--- src/rtl/jericalla_pkg.sv ---
// Shared definitions for the Jericalla issue controller.
// Holds the opcode encodings, instruction field positions, the issue FSM state type and
// the decode helper that tells whether an opcode writes a destination register.
package jericalla_pkg;

   localparam int unsigned INSTR_W = 17;

   localparam logic [1:0] OP_ADD  = 2'b00;
   localparam logic [1:0] OP_SUB  = 2'b01;
   localparam logic [1:0] OP_TERN = 2'b10;
   localparam logic [1:0] OP_SW   = 2'b11;

   // Instruction layout: {op[16:15], rd[14:10], rs1[9:5], rs2[4:0]}
   localparam int unsigned OP_MSB  = 16;
   localparam int unsigned OP_LSB  = 15;
   localparam int unsigned RD_MSB  = 14;
   localparam int unsigned RD_LSB  = 10;
   localparam int unsigned RS1_MSB = 9;
   localparam int unsigned RS1_LSB = 5;
   localparam int unsigned RS2_MSB = 4;
   localparam int unsigned RS2_LSB = 0;

   typedef enum logic [1:0] {
      StIdle,
      StIssue,
      StStall,
      StDrain
   } issue_state_t;

   // Every opcode except the store writes rd.
   function automatic logic writes_reg(input logic [1:0] op);
      return op != OP_SW;
   endfunction

endpackage

--- src/rtl/jericalla_instr_fifo.sv ---
// Synchronous instruction FIFO with occupancy count.
// Ports: clock/reset (sync, active-high), push/wdata write side, pop/rdata read side
// (rdata shows the head entry combinationally), count = current occupancy.
// Push is ignored when full and pop is ignored when empty; simultaneous push and pop
// both take effect and leave the count unchanged.
module jericalla_instr_fifo #(
   parameter int unsigned DEPTH = 8,
   parameter int unsigned WIDTH = 17
) (
   input  logic                     clock,
   input  logic                     reset,
   input  logic                     push,
   input  logic                     pop,
   input  logic [WIDTH-1:0]         wdata,
   output logic [WIDTH-1:0]         rdata,
   output logic [$clog2(DEPTH):0]   count
);

   localparam int unsigned PtrW = $clog2(DEPTH);
   localparam int unsigned CntW = PtrW + 1;
   localparam logic [CntW-1:0] FullCnt = CntW'(DEPTH);

   logic [WIDTH-1:0] mem_q [DEPTH];
   logic [PtrW-1:0]  wr_ptr_q, wr_ptr_d;
   logic [PtrW-1:0]  rd_ptr_q, rd_ptr_d;
   logic [CntW-1:0]  count_q, count_d;
   logic             do_push, do_pop;

   always_comb begin
      do_push  = push && (count_q != FullCnt);
      do_pop   = pop && (count_q != '0);
      // Depth is a power of two, so the pointers wrap by natural overflow.
      wr_ptr_d = do_push ? wr_ptr_q + 1'b1 : wr_ptr_q;
      rd_ptr_d = do_pop  ? rd_ptr_q + 1'b1 : rd_ptr_q;
      count_d  = count_q;
      if (do_push && !do_pop) begin
         count_d = count_q + 1'b1;
      end else if (do_pop && !do_push) begin
         count_d = count_q - 1'b1;
      end
   end

   always_ff @(posedge clock) begin
      if (reset) begin
         wr_ptr_q <= '0;
         rd_ptr_q <= '0;
         count_q  <= '0;
      end else begin
         wr_ptr_q <= wr_ptr_d;
         rd_ptr_q <= rd_ptr_d;
         count_q  <= count_d;
      end
   end

   always_ff @(posedge clock) begin
      if (!reset && do_push) begin
         mem_q[wr_ptr_q] <= wdata;
      end
   end

   assign rdata = mem_q[rd_ptr_q];
   assign count = count_q;

endmodule

--- src/rtl/jericalla_issue_ctrl.sv ---
// Instruction issue controller for the JericallaEvo datapath.
// Ports: clock/reset (sync, active-high); in_instr/in_valid/in_ready host push interface;
// run enables issuing; instruction/issue_valid/stall are registered issue outputs;
// busy is high whenever the FSM is not idle; fifo_count is FIFO occupancy;
// issued_count/stall_count are wrapping statistics counters.
// A PIPE_DEPTH-entry shift scoreboard tracks in-flight destination registers; the FIFO
// head is held back (bubble with stall=1) while it reads any of them.
module jericalla_issue_ctrl
   import jericalla_pkg::*;
#(
   parameter int unsigned        FIFO_DEPTH   = 8,
   parameter int unsigned        PIPE_DEPTH   = 2,
   parameter logic [INSTR_W-1:0] BUBBLE_INSTR = 17'h0,
   parameter int unsigned        CNT_W        = 16
) (
   input  logic                          clock,
   input  logic                          reset,
   input  logic [INSTR_W-1:0]            in_instr,
   input  logic                          in_valid,
   output logic                          in_ready,
   input  logic                          run,
   output logic [INSTR_W-1:0]            instruction,
   output logic                          issue_valid,
   output logic                          stall,
   output logic                          busy,
   output logic [$clog2(FIFO_DEPTH):0]   fifo_count,
   output logic [CNT_W-1:0]              issued_count,
   output logic [CNT_W-1:0]              stall_count
);

   localparam int unsigned FCntW = $clog2(FIFO_DEPTH) + 1;
   localparam logic [FCntW-1:0] FifoFull = FCntW'(FIFO_DEPTH);

   issue_state_t         state_q, state_d;
   logic [INSTR_W-1:0]   head;
   logic                 fifo_push, fifo_empty;
   logic                 hazard, active, do_issue, do_stall;
   logic [PIPE_DEPTH-1:0] sb_v_q, sb_v_d;
   logic [4:0]           sb_rd_q [PIPE_DEPTH];
   logic [4:0]           sb_rd_d [PIPE_DEPTH];
   logic [INSTR_W-1:0]   instr_q, instr_d;
   logic                 valid_q, valid_d;
   logic                 stall_q, stall_d;
   logic [CNT_W-1:0]     issued_q, issued_d;
   logic [CNT_W-1:0]     stall_cnt_q, stall_cnt_d;

   assign in_ready   = fifo_count != FifoFull;
   assign fifo_push  = in_valid && in_ready;
   assign fifo_empty = fifo_count == '0;

   jericalla_instr_fifo #(
      .DEPTH (FIFO_DEPTH),
      .WIDTH (INSTR_W)
   ) u_fifo (
      .clock (clock),
      .reset (reset),
      .push  (fifo_push),
      .pop   (do_issue),
      .wdata (in_instr),
      .rdata (head),
      .count (fifo_count)
   );

   always_comb begin
      hazard = 1'b0;
      for (int i = 0; i < PIPE_DEPTH; i++) begin
         if (sb_v_q[i] && ((sb_rd_q[i] == head[RS1_MSB:RS1_LSB]) ||
                           (sb_rd_q[i] == head[RS2_MSB:RS2_LSB]))) begin
            hazard = 1'b1;
         end
      end
   end

   // Issue decisions are only made while running in ISSUE/STALL with a real head entry.
   always_comb begin
      active   = ((state_q == StIssue) || (state_q == StStall)) && run;
      do_issue = active && !fifo_empty && !hazard;
      do_stall = active && !fifo_empty && hazard;
   end

   always_comb begin
      sb_v_d     = '0;
      sb_v_d[0]  = do_issue && writes_reg(head[OP_MSB:OP_LSB]);
      sb_rd_d[0] = head[RD_MSB:RD_LSB];
      for (int i = 1; i < PIPE_DEPTH; i++) begin
         sb_v_d[i]  = sb_v_q[i-1];
         sb_rd_d[i] = sb_rd_q[i-1];
      end
   end

   always_comb begin
      state_d = state_q;
      unique case (state_q)
         StIdle: begin
            if (run && !fifo_empty) state_d = StIssue;
         end
         StIssue, StStall: begin
            if (!run)          state_d = StDrain;
            else if (do_stall) state_d = StStall;
            else               state_d = StIssue;
         end
         StDrain: begin
            if (run)                 state_d = StIssue;
            else if (sb_v_q == '0)   state_d = StIdle;
         end
         default: state_d = StIdle;
      endcase
   end

   always_comb begin
      instr_d     = do_issue ? head : BUBBLE_INSTR;
      valid_d     = do_issue;
      stall_d     = do_stall;
      issued_d    = issued_q + CNT_W'(do_issue);
      stall_cnt_d = stall_cnt_q + CNT_W'(do_stall);
   end

   always_ff @(posedge clock) begin
      if (reset) begin
         state_q     <= StIdle;
         sb_v_q      <= '0;
         instr_q     <= BUBBLE_INSTR;
         valid_q     <= 1'b0;
         stall_q     <= 1'b0;
         issued_q    <= '0;
         stall_cnt_q <= '0;
      end else begin
         state_q     <= state_d;
         sb_v_q      <= sb_v_d;
         instr_q     <= instr_d;
         valid_q     <= valid_d;
         stall_q     <= stall_d;
         issued_q    <= issued_d;
         stall_cnt_q <= stall_cnt_d;
      end
   end

   // Register tags are don't-care while their valid bit is clear.
   always_ff @(posedge clock) begin
      sb_rd_q <= sb_rd_d;
   end

   assign instruction  = instr_q;
   assign issue_valid  = valid_q;
   assign stall        = stall_q;
   assign busy         = state_q != StIdle;
   assign issued_count = issued_q;
   assign stall_count  = stall_cnt_q;

endmodule

--- config.mk ---
export PLATFORM = sky130hd
export DESIGN_NAME = jericalla_issue_ctrl
export DESIGN_NICKNAME = d
export VERILOG_FILES = /design/src/rtl/jericalla_pkg.sv /design/src/rtl/jericalla_instr_fifo.sv /design/src/rtl/jericalla_issue_ctrl.sv
export SDC_FILE = /design/constraint.sdc
export NUM_CORES = 1
export LEC_CHECK = 0
export CAP_MARGIN = 20
export CORE_UTILIZATION = 45
export DETAILED_ROUTE_END_ITERATION = 10
export DONT_BUFFER_PORTS = 1
export PLACE_DENSITY = 0.58
export SETUP_SLACK_MARGIN = 0.2
export SLEW_MARGIN = 20
export SYNTH_ARGS = -nofsm -noshare
export SYNTH_HDL_FRONTEND = slang
export SYNTH_SLANG_ARGS = --single-unit
--- constraint.sdc ---
create_clock -name clock -period 9.75 [get_ports clock]
set_input_delay 0.975 -clock clock [delete_from_list [all_inputs] [get_ports clock]]
set_output_delay 0.975 -clock clock [all_outputs]
set_load 0.01 [all_outputs]
# After elaboration in Yosys (flattened, before gate mapping)
# Memories as Yosys holds them, arrays and structs flattened. A register that Yosys moved wholly into a read port is not among the register bits.
# Cells that the tools add are included.
# totals
output_inout_bits	57
wordCells	76
ram_bits	136
in_bits	21
reg_bits	75
n_memories	1
# memory_table
memory	depth	word_bits	rd	rd_ports_with_merged_regs	wr	line_no	text
u_fifo.mem_q	8	17	1	1	1	jericalla_instr_fifo.sv:23	logic [WIDTH-1:0] mem_q [DEPTH];
# classes
add_sub_neg	6
n_reduce_logical	31
eq_ne	11
mux	14
n_bitwise	1
# op_table
op	n
$add A16 B1 Y16	2
$eq A5 B5 Y1	4
$logic_and A1 B1 Y1	14
$mux W2	5
$mux W4	2
$add A3 B1 Y3 const B	2
$mux W3	2
$pmux W2 S3	1
$logic_not A1 Y1	5
$add A4 B1 Y4 const B	1
$eq A2 B2 Y1 const B	2
$logic_not A2 Y1	2
$logic_not A4 Y1	1
$mux W1	4
$ne A2 B2 Y1 const B	2
$ne A4 B4 Y1 const B	1
$reduce_bool A2 Y1	2
$reduce_bool A4 Y1	1
$reduce_or A2 Y1	2
$sub A4 B1 Y4 const B	1
$logic_or A1 B1 Y1	3
$ne A3 B3 Y1 const B	1
$eq A2 B1 Y1 const B	1
$reduce_and A2 Y1	1
$not A1 Y1	1

# Logic depth before layout (Yosys ltp)
# Gate-level depths: netlist of run 1.
# logic_depth
ltp_word	11
ltp_mapped	19
depth_no_buf	16

# By module
# A second synthesis of run 1 with hierarchy kept.
# hier_totals
cells_unflattened	526
hier_area_um2	8401.8
# by_module_without_submodules
module	instances	area_per_inst_um2	cells_per_inst	seq_area_each_um2
jericalla_instr_fifo	1	5874.4	271	4344.2
jericalla_issue_ctrl	1	2527.4	255	1301.2

# Least setup slack after synthesis of run 1
# Ideal clock, no wire load.
# synth_path
path_type	reg-to-reg
from	reg (tool-made name)
to	reg u_fifo.count_q[3] (netlist: u_fifo.count[3])
stages_incl_launch_ff	16
t_required_ps	9680
setup_time_ps	70
synth_period_minus_slack_ps	3552
n_path_buf	1
path_slack_ps	6198
arrival_ps	3481
path_cell_list	dfxtp_1 buf_4 mux4_2 mux2i_1 xor2_1 a41o_1 nor3_2 inv_1 ha_1 inv_1 ha_1 a21o_1 a21oi_1 xnor2_1 or3_1 a21oi_1
# synth_rtl
element	line_no	text
end signal, assigned	jericalla_instr_fifo.sv:51	count_q <= count_d;
end, declared	jericalla_instr_fifo.sv:26	logic [CntW-1:0] count_q, count_d;

==> results of run 1 <==
==> power by group through the flow <==
stage | logic, W | clock network (W) | registers [W]
detailed placement | 0.000387 | 0 | 0.00110
global placement | 0.000378 | 0 | 0.00110
CTS | 0.000390 | 0.000887 | 0.00108
global route | 0.000429 | 0.000922 | 0.00109
finish | 0.000386 | 0.000870 | 0.00108
floorplan | 0.000326 | 0 | 0.00108
==> registers in the layout, summed over array words and instances, names as in the netlist, named ones only <==
register         count
sb_rd_d              5
u_fifo.rd_ptr_q      3
state_q              2
sb_v_q               2
u_fifo.mem_q       136
u_fifo.count         4
stall                1
issued_count        16
stall_count         16
issue_valid          1
instruction         17
sb_rd_q              5
u_fifo.wr_ptr_q      3
==> layer usage <==
layer	share of wire	global-route usage	routed length, µm
met1	0.44	0.231	7240
met2	0.47	0.292	7770
met3	0.067	0.0481	1100
met4	0.021	0.0461	339
met5	0	0	0
==> worst max path at each step <==
stage,startpoint,endpoint
after floorplan,flip-flop,u_fifo.count[3]$_SDFFE_PP0P_
after global placement,flip-flop,u_fifo.count[3]$_SDFFE_PP0P_
after detailed placement,flip-flop,u_fifo.count[3]$_SDFFE_PP0P_
after CTS,flip-flop,u_fifo.count[3]$_SDFFE_PP0P_
after global routing,flip-flop,u_fifo.count[3]$_SDFFE_PP0P_
final,flip-flop,u_fifo.count[3]$_SDFFE_PP0P_
==> through the flow <==
stage / instance area (µm²) / hold slack [ns] / cells / total power, W / setup WS, ns
4_1_cts: 9370 / 0.395 / 830 / 0.00236 / 5.17
6_report: 9370 / 0.397 / 830 / 0.00233 / 5.19
3_3_place_gp: 8590 / 0.388 / 789 / 0.00147 / 5.30
5_1_grt: 9370 / 0.397 / 830 / 0.00244 / 4.85
3_5_place_dp: 8590 / 0.383 / 789 / 0.00148 / 5.19
2_1_floorplan: 8370 / 0.368 / 575 / 0.00141 / 6.20
==> cells in the final DEF (no fill, tap or decap), types with 14 or more instances in the layout <==
cell type,Yosys,routed
clkbuf_16,0,24
nand2_1,25,25
xor2_1,25,25
edfxtp_1,136,136
xnor2_1,18,18
o21ai_0,14,14
nor2b_1,15,15
mux4_2,16,16
nor2_1,46,46
nand3_1,15,15
mux2i_1,39,39
dfxtp_1,78,77
==> cells by family after synthesis <==
logic type	Yosys count	share of synthesized area
DFF	214	0.675
and+or+nand+nor	156	0.0951
muxes	64	0.102
AOI/OAI and AO/OA	50	0.0389
xor gates and xnor gates	43	0.0450
buffers and inverters	35	0.0244
adders and majority gates	13	0.0203
==> layout make-up <==
type	count	area, µm²	area share
repair buffers	10	75.1	0.00801
multi-input cells	326	2550	0.272
flip-flops and latches	214	5650	0.602
clock inverters	8	66.3	0.00707
well taps	229	287	0.0306
inverters	10	37.5	0.00400
clock buffers	33	714	0.0762
==> metrics.yaml, run 1 <==
power:
  internal-power_w: 0.00173
  swShare: 0.257
  power.density_nw_per_um2: 249
  clkPwrFrac: 0.373
  p_sw_w: 0.000599
  p_leak_nw: 3.19
  seqPwrFrac: 0.462
  pwr-share-comb: 0.165
  max-vdd-ir-drop_v: 0.000175
drt:
  first_pass_iters: 7
  via_count: 4535
  avgViaCountPerCell: 5.46
  route.detailed.drc: 8
  wire_per_inst_um: 19.8
  routed_wl_um: 16400
  drt_iter0_markers: 247
  drtAntennaViolNets: 0
critical_path:
  critical_path_class: "reg -> reg"
  cp_num_cells: 16
  r2r_slack_ns: 5.19
  worst_ep_required_time_ns: 10.18
  cp_max_fo: 17
  crit_buf_inv: 2
  startpoint_type: "flip-flop"
  rr_worst_depth: 16
  crit_path_end_kind: "flip-flop"
  cp.arrival_ns: 4.99
  r2r-end: "u_fifo.count[3]$_SDFFE_PP0P_"
  crit_slowest_cell: "dfxtp_1"
  crit_chain: "nor2b_1 > a22oi_1 > nand2_1 > xnor2_1 > nor3_1 > a41o_1 > nor3_2 > inv_1 > ha_1 > inv_1 > ha_1 > a21o_1 > a21oi_1 > xnor2_1 > or3_1 > a21oi_1"
  cpPeakStageDelay_ns: 0.83
  path_delay_family: "simple AND/OR/NAND/NOR gates"
yosys:
  synth_common_cells: "136 x edfxtp_1, 78 x dfxtp_1, 46 x nor2_1"
  synth_top_flop_cell: "edfxtp_1"
  synth_area_leaders: "edfxtp_1 49%, dfxtp_1 19%, mux2i_1 4.7%"
  netlist.area_leader.share: 0.488
  async_flop_share: 0
  postSynthCellCount: 575
  ys_types: 47
  synth_edf_count: 136
  ys_seq_area_frac: 0.675
  avgSynthCellArea_um2: 14.6
  synth_nets: 609
  syn_area_um2: 8370
  yosys_warnings: 0
  synth_seq_cells: 214
  yosys.area.top_type: "edfxtp_1"
  synth.most_common_cell: "edfxtp_1"
sta:
  setup_viol: 0
  slew_headroom: 0.375
  layout_min_cycle_time_ns: 4.56
  period_share: 0.468
  timing.fmax_mhz: 219
  tightest_slew_ns: 0.938
  maxSlewViolCount: 0
  fin_worst_skew_ns: 0.00965
  hold_viol: 0
  rsz0062_at_grt: "false"
  timing.setup.tns_ns: 0
clock_network:
  cts-buffers-inserted: 23
  cts.hold.buffers_added: 0
  cts_resized: 0
  cts-htree-levels: 1
  clk_latency_ns: 0.50
  cts_setup_buffers: 0
  cts_tree: "yes"
  clk_pin_slew_ns: 0.06
  root_buffer: "clkbuf_16"
  cts_buffer_depth: 3
  clock_sinks: 214
final_layout:
  layout.nets: 619
  area_growth_syn_to_layout_pct: 12.0
  num-fill-cells: 1497
  final_core_util: 0.518
  antennaDiodeCount: 0
  drive_gt1_frac: 0.140
die:
  core_um2: 18100
  num_io_pins: 78
  die-area_um2: 19100
  die_x_um: 138
  placementRows: 49
  start_util: 0.463
  dieHeight_um: 138
worst_hold_path:
  min_to: "sb_rd_q[2]$_DFF_P_"
  hp-class: "reg -> reg"
  holdCritStartpoint: "sb_rd_d[2]$_DFF_P_"
  hold-path-cell-count: 0
global_routing:
  grt_pass1_wl_um: 26100
  grt-ovfl-total: 0
  antenna_found_initial: 0
  grtUsageTotal: 0.177
  grt_max_degree: 54
  first_global_vias: 4675
placed_design:
  gp_congestion: 0.830
  io_buffers: 0
  hpwlAfterDp_um: 10000
status:
  status: "finished, violations left"
  violations: "design-rule violations"
run:
  cap_violations: 0
No activity file was read; power rests on OpenSTA's default activity.
==> inputs of run 2 (changes only) <==
--- a/config.mk
+++ b/config.mk
@@ -9,7 +9,7 @@
 export CORE_UTILIZATION = 45
 export DETAILED_ROUTE_END_ITERATION = 10
 export DONT_BUFFER_PORTS = 1
-export PLACE_DENSITY = 0.58
+export PLACE_DENSITY = 0.6
 export SETUP_SLACK_MARGIN = 0.2
 export SLEW_MARGIN = 20
 export SYNTH_ARGS = -nofsm -noshare
==> constraint.sdc (replaced) <==
create_clock -name clock -period 3.8 [get_ports clock]
set_input_delay 0.38 -clock clock [delete_from_list [all_inputs] [get_ports clock]]
set_output_delay 0.38 -clock clock [all_outputs]
set_load 0.01 [all_outputs]
==> run 2 against run 1 <==
Effect of this change:
- die area is the same
- setup slack lost 4.8 ns
- critical path depth grew 1
- maximum frequency grew 34%
- count of clock-buffer cells in the layout is the same
- combinational power grew to 3.0 times the previous value
- non-clock buffer count grew 35
- worst hold slack lost 0.28 ns
- global-route usage shrank 0.070 points
- the run still ends with design-rule violations left
==> metrics.yaml, run 2 (synthesized netlist as in run 1, its figures left out) <==
critical_path:
  cp_num_cells: 17
  crit_slowest_cell: "dfxtp_4"
  critical_path_class: "reg -> reg"
  path_delay_family: "simple AND/OR/NAND/NOR gates"
  rr_worst_depth: 17
  cp_max_fo: 12
  cpPeakStageDelay_ns: 0.43
  crit_buf_inv: 4
  path_common_cell: "xnor2_1"
  startpoint_type: "flip-flop"
  crit_chain: "clkbuf_16 > mux2i_1 > a22oi_1 > nand2_1 > xnor2_1 > nor4_2 > a31o_2 > nor3_4 > inv_1 > ha_2 > inv_2 > buf_4 > ha_1 > a21oi_2 > xnor2_1 > or3_1 > a21oi_1"
  worst_ep_required_time_ns: 4.22
  r2r-end: "u_fifo.count[3]$_SDFFE_PP0P_"
  cp.arrival_ns: 3.83
  crit_path_end_kind: "flip-flop"
  r2r_slack_ns: 0.39
final_layout:
  top_register: "u_fifo.mem_q"
  layout.nets: 653
  num-fill-cells: 1442
  antennaDiodeCount: 0
  drive_gt1_frac: 0.173
  layout_commonest_cell: "edfxtp_1"
  area_growth_syn_to_layout_pct: 15.9
  largest_register_ffs: 136
  multi_input_area_um2: 2630
  seq_area_um2: 5650
  mostFrequentLayoutCells: "136 x edfxtp_1, 75 x dfxtp_1, 45 x nor2_1, 35 x mux2i_1"
sta:
  maxSlewViolCount: 0
  slew_headroom: 0.668
  layout_min_cycle_time_ns: 3.41
  period_share: 0.898
  timing.fmax_mhz: 293
  hold_viol: 0
  setup_viol: 0
  tightest_slew_ns: 0.493
  rsz0062_at_grt: "true"
  timing.setup.tns_ns: 0
  fin_ws_ns: 0.388
  fin_worst_skew_ns: 0.0139
die:
  start_util: 0.463
  die-area_um2: 19100
  placementRows: 49
  num_io_pins: 78
  core_um2: 18100
  die_x_um: 138
  dieHeight_um: 138
worst_hold_path:
  hold-path-cell-count: 2
  hp-class: "in -> reg"
  holdCritStartpoint: "reset"
clock_network:
  root_buffer: "clkbuf_16"
  clk_latency_ns: 0.50
  clk_pin_slew_ns: 0.06
  clock_sinks: 214
  cts-htree-levels: 1
  cts-buffers-inserted: 22
  cts_tree: "yes"
  cts_buffer_depth: 3
drt:
  drtAntennaViolNets: 0
  routed_wl_um: 16900
  via_count: 4654
  wire_per_inst_um: 19.5
  drt_iter0_markers: 285
  avgViaCountPerCell: 5.39
  route.detailed.drc: 11
  first_pass_iters: 10
global_routing:
  grt_pass1_wl_um: 26200
  first_global_vias: 4828
  grt-ovfl-total: 0
  antenna_found_initial: 0
  grt_max_degree: 45
  grt.busiest_layer: "met2"
  use_met3: 0.0391
  use_met1: 0.234
  use_met2: 0.292
  grtUsageTotal: 0.176
placed_design:
  hpwlAfterDp_um: 10500
  dp_slack_ns: 0.0520
  io_buffers: 0
  gp_congestion: 0.826
status:
  status: "finished, violations left"
  violations: "design-rule violations"
run:
  cap_violations: 0
power:
  max-vdd-ir-drop_v: 0.000381
  p_leak_nw: 3.32
  total_power_w: 0.00590
  power.density_nw_per_um2: 608
## run 2: changes by cell type in the layout (fill, tap and decap cells not counted), moves of 3 or more
cell | before | now
mux2i_1 | 39 | 35
buf_4 | 10 | 22
clkbuf_1 | 1 | 9
dlygate4sd3_1 | 0 | 17
clkbuf_8 | 8 | 1
mux2i_2 | 0 | 3
## run 2: routing by layer
metal / share of wire / wire length (µm)
met1: 0.44 / 7440
met2: 0.48 / 8110
met3: 0.058 / 977
met4: 0.020 / 335
met5: 0 / 0
## run 2: final cells by class
type,instances,area share
clock buffer,33,0.0642
clock inverter,7,0.00297
inverter,10,0.00387
multi-input combinational,326,0.271
sequential,214,0.583
tap,229,0.0295
timing repair buffer,45,0.0451
## run 2: where the power goes
part | switching [W] | internal, W | total [W] | leakage [nW]
clock network | 0.000823 | 0.00113 | 0.00195 | 0.317
logic | 0.000590 | 0.000567 | 0.00116 | 1.14
registers | 0.000157 | 0.00263 | 0.00279 | 1.86
total | 0.00157 | 0.00433 | 0.00590 | 3.32
## run 2: worst max-delay path by stage
stage                                   end  slack (ns)
3_5_place_dp     stall_count[14]$_SDFF_PP0_        0.05
4_1_cts        u_fifo.count[3]$_SDFFE_PP0P_        0.21
3_3_place_gp   u_fifo.count[3]$_SDFFE_PP0P_        0.13
6_report       u_fifo.count[3]$_SDFFE_PP0P_        0.39
5_1_grt        u_fifo.count[3]$_SDFFE_PP0P_        0.20
2_1_floorplan  u_fifo.count[3]$_SDFFE_PP0P_        0.25
## run 2: what timing repair did
action	CTS	global route
pin swaps	0	9
setup buffers	0	6
endpoints found under the hold margin	181	0
endpoints found under the setup margin	8	12
cloned	0	1
resized for setup	8	24
hold buffers	18	0
## run 2: metrics by stage
| step | hold WS [ns] | cells | utilization | instance area (µm²) |
|---|---|---|---|---|
| after global routing | 0.152 | 864 | 0.536 | 9700 |
| after floorplan | 0.368 | 575 | - | 8370 |
| after global placement | 0.407 | 799 | 0.480 | 8680 |
| final | 0.118 | 864 | 0.536 | 9700 |
| after detailed placement | 0.416 | 799 | 0.480 | 8680 |
| after CTS | 0.105 | 857 | 0.528 | 9540 |
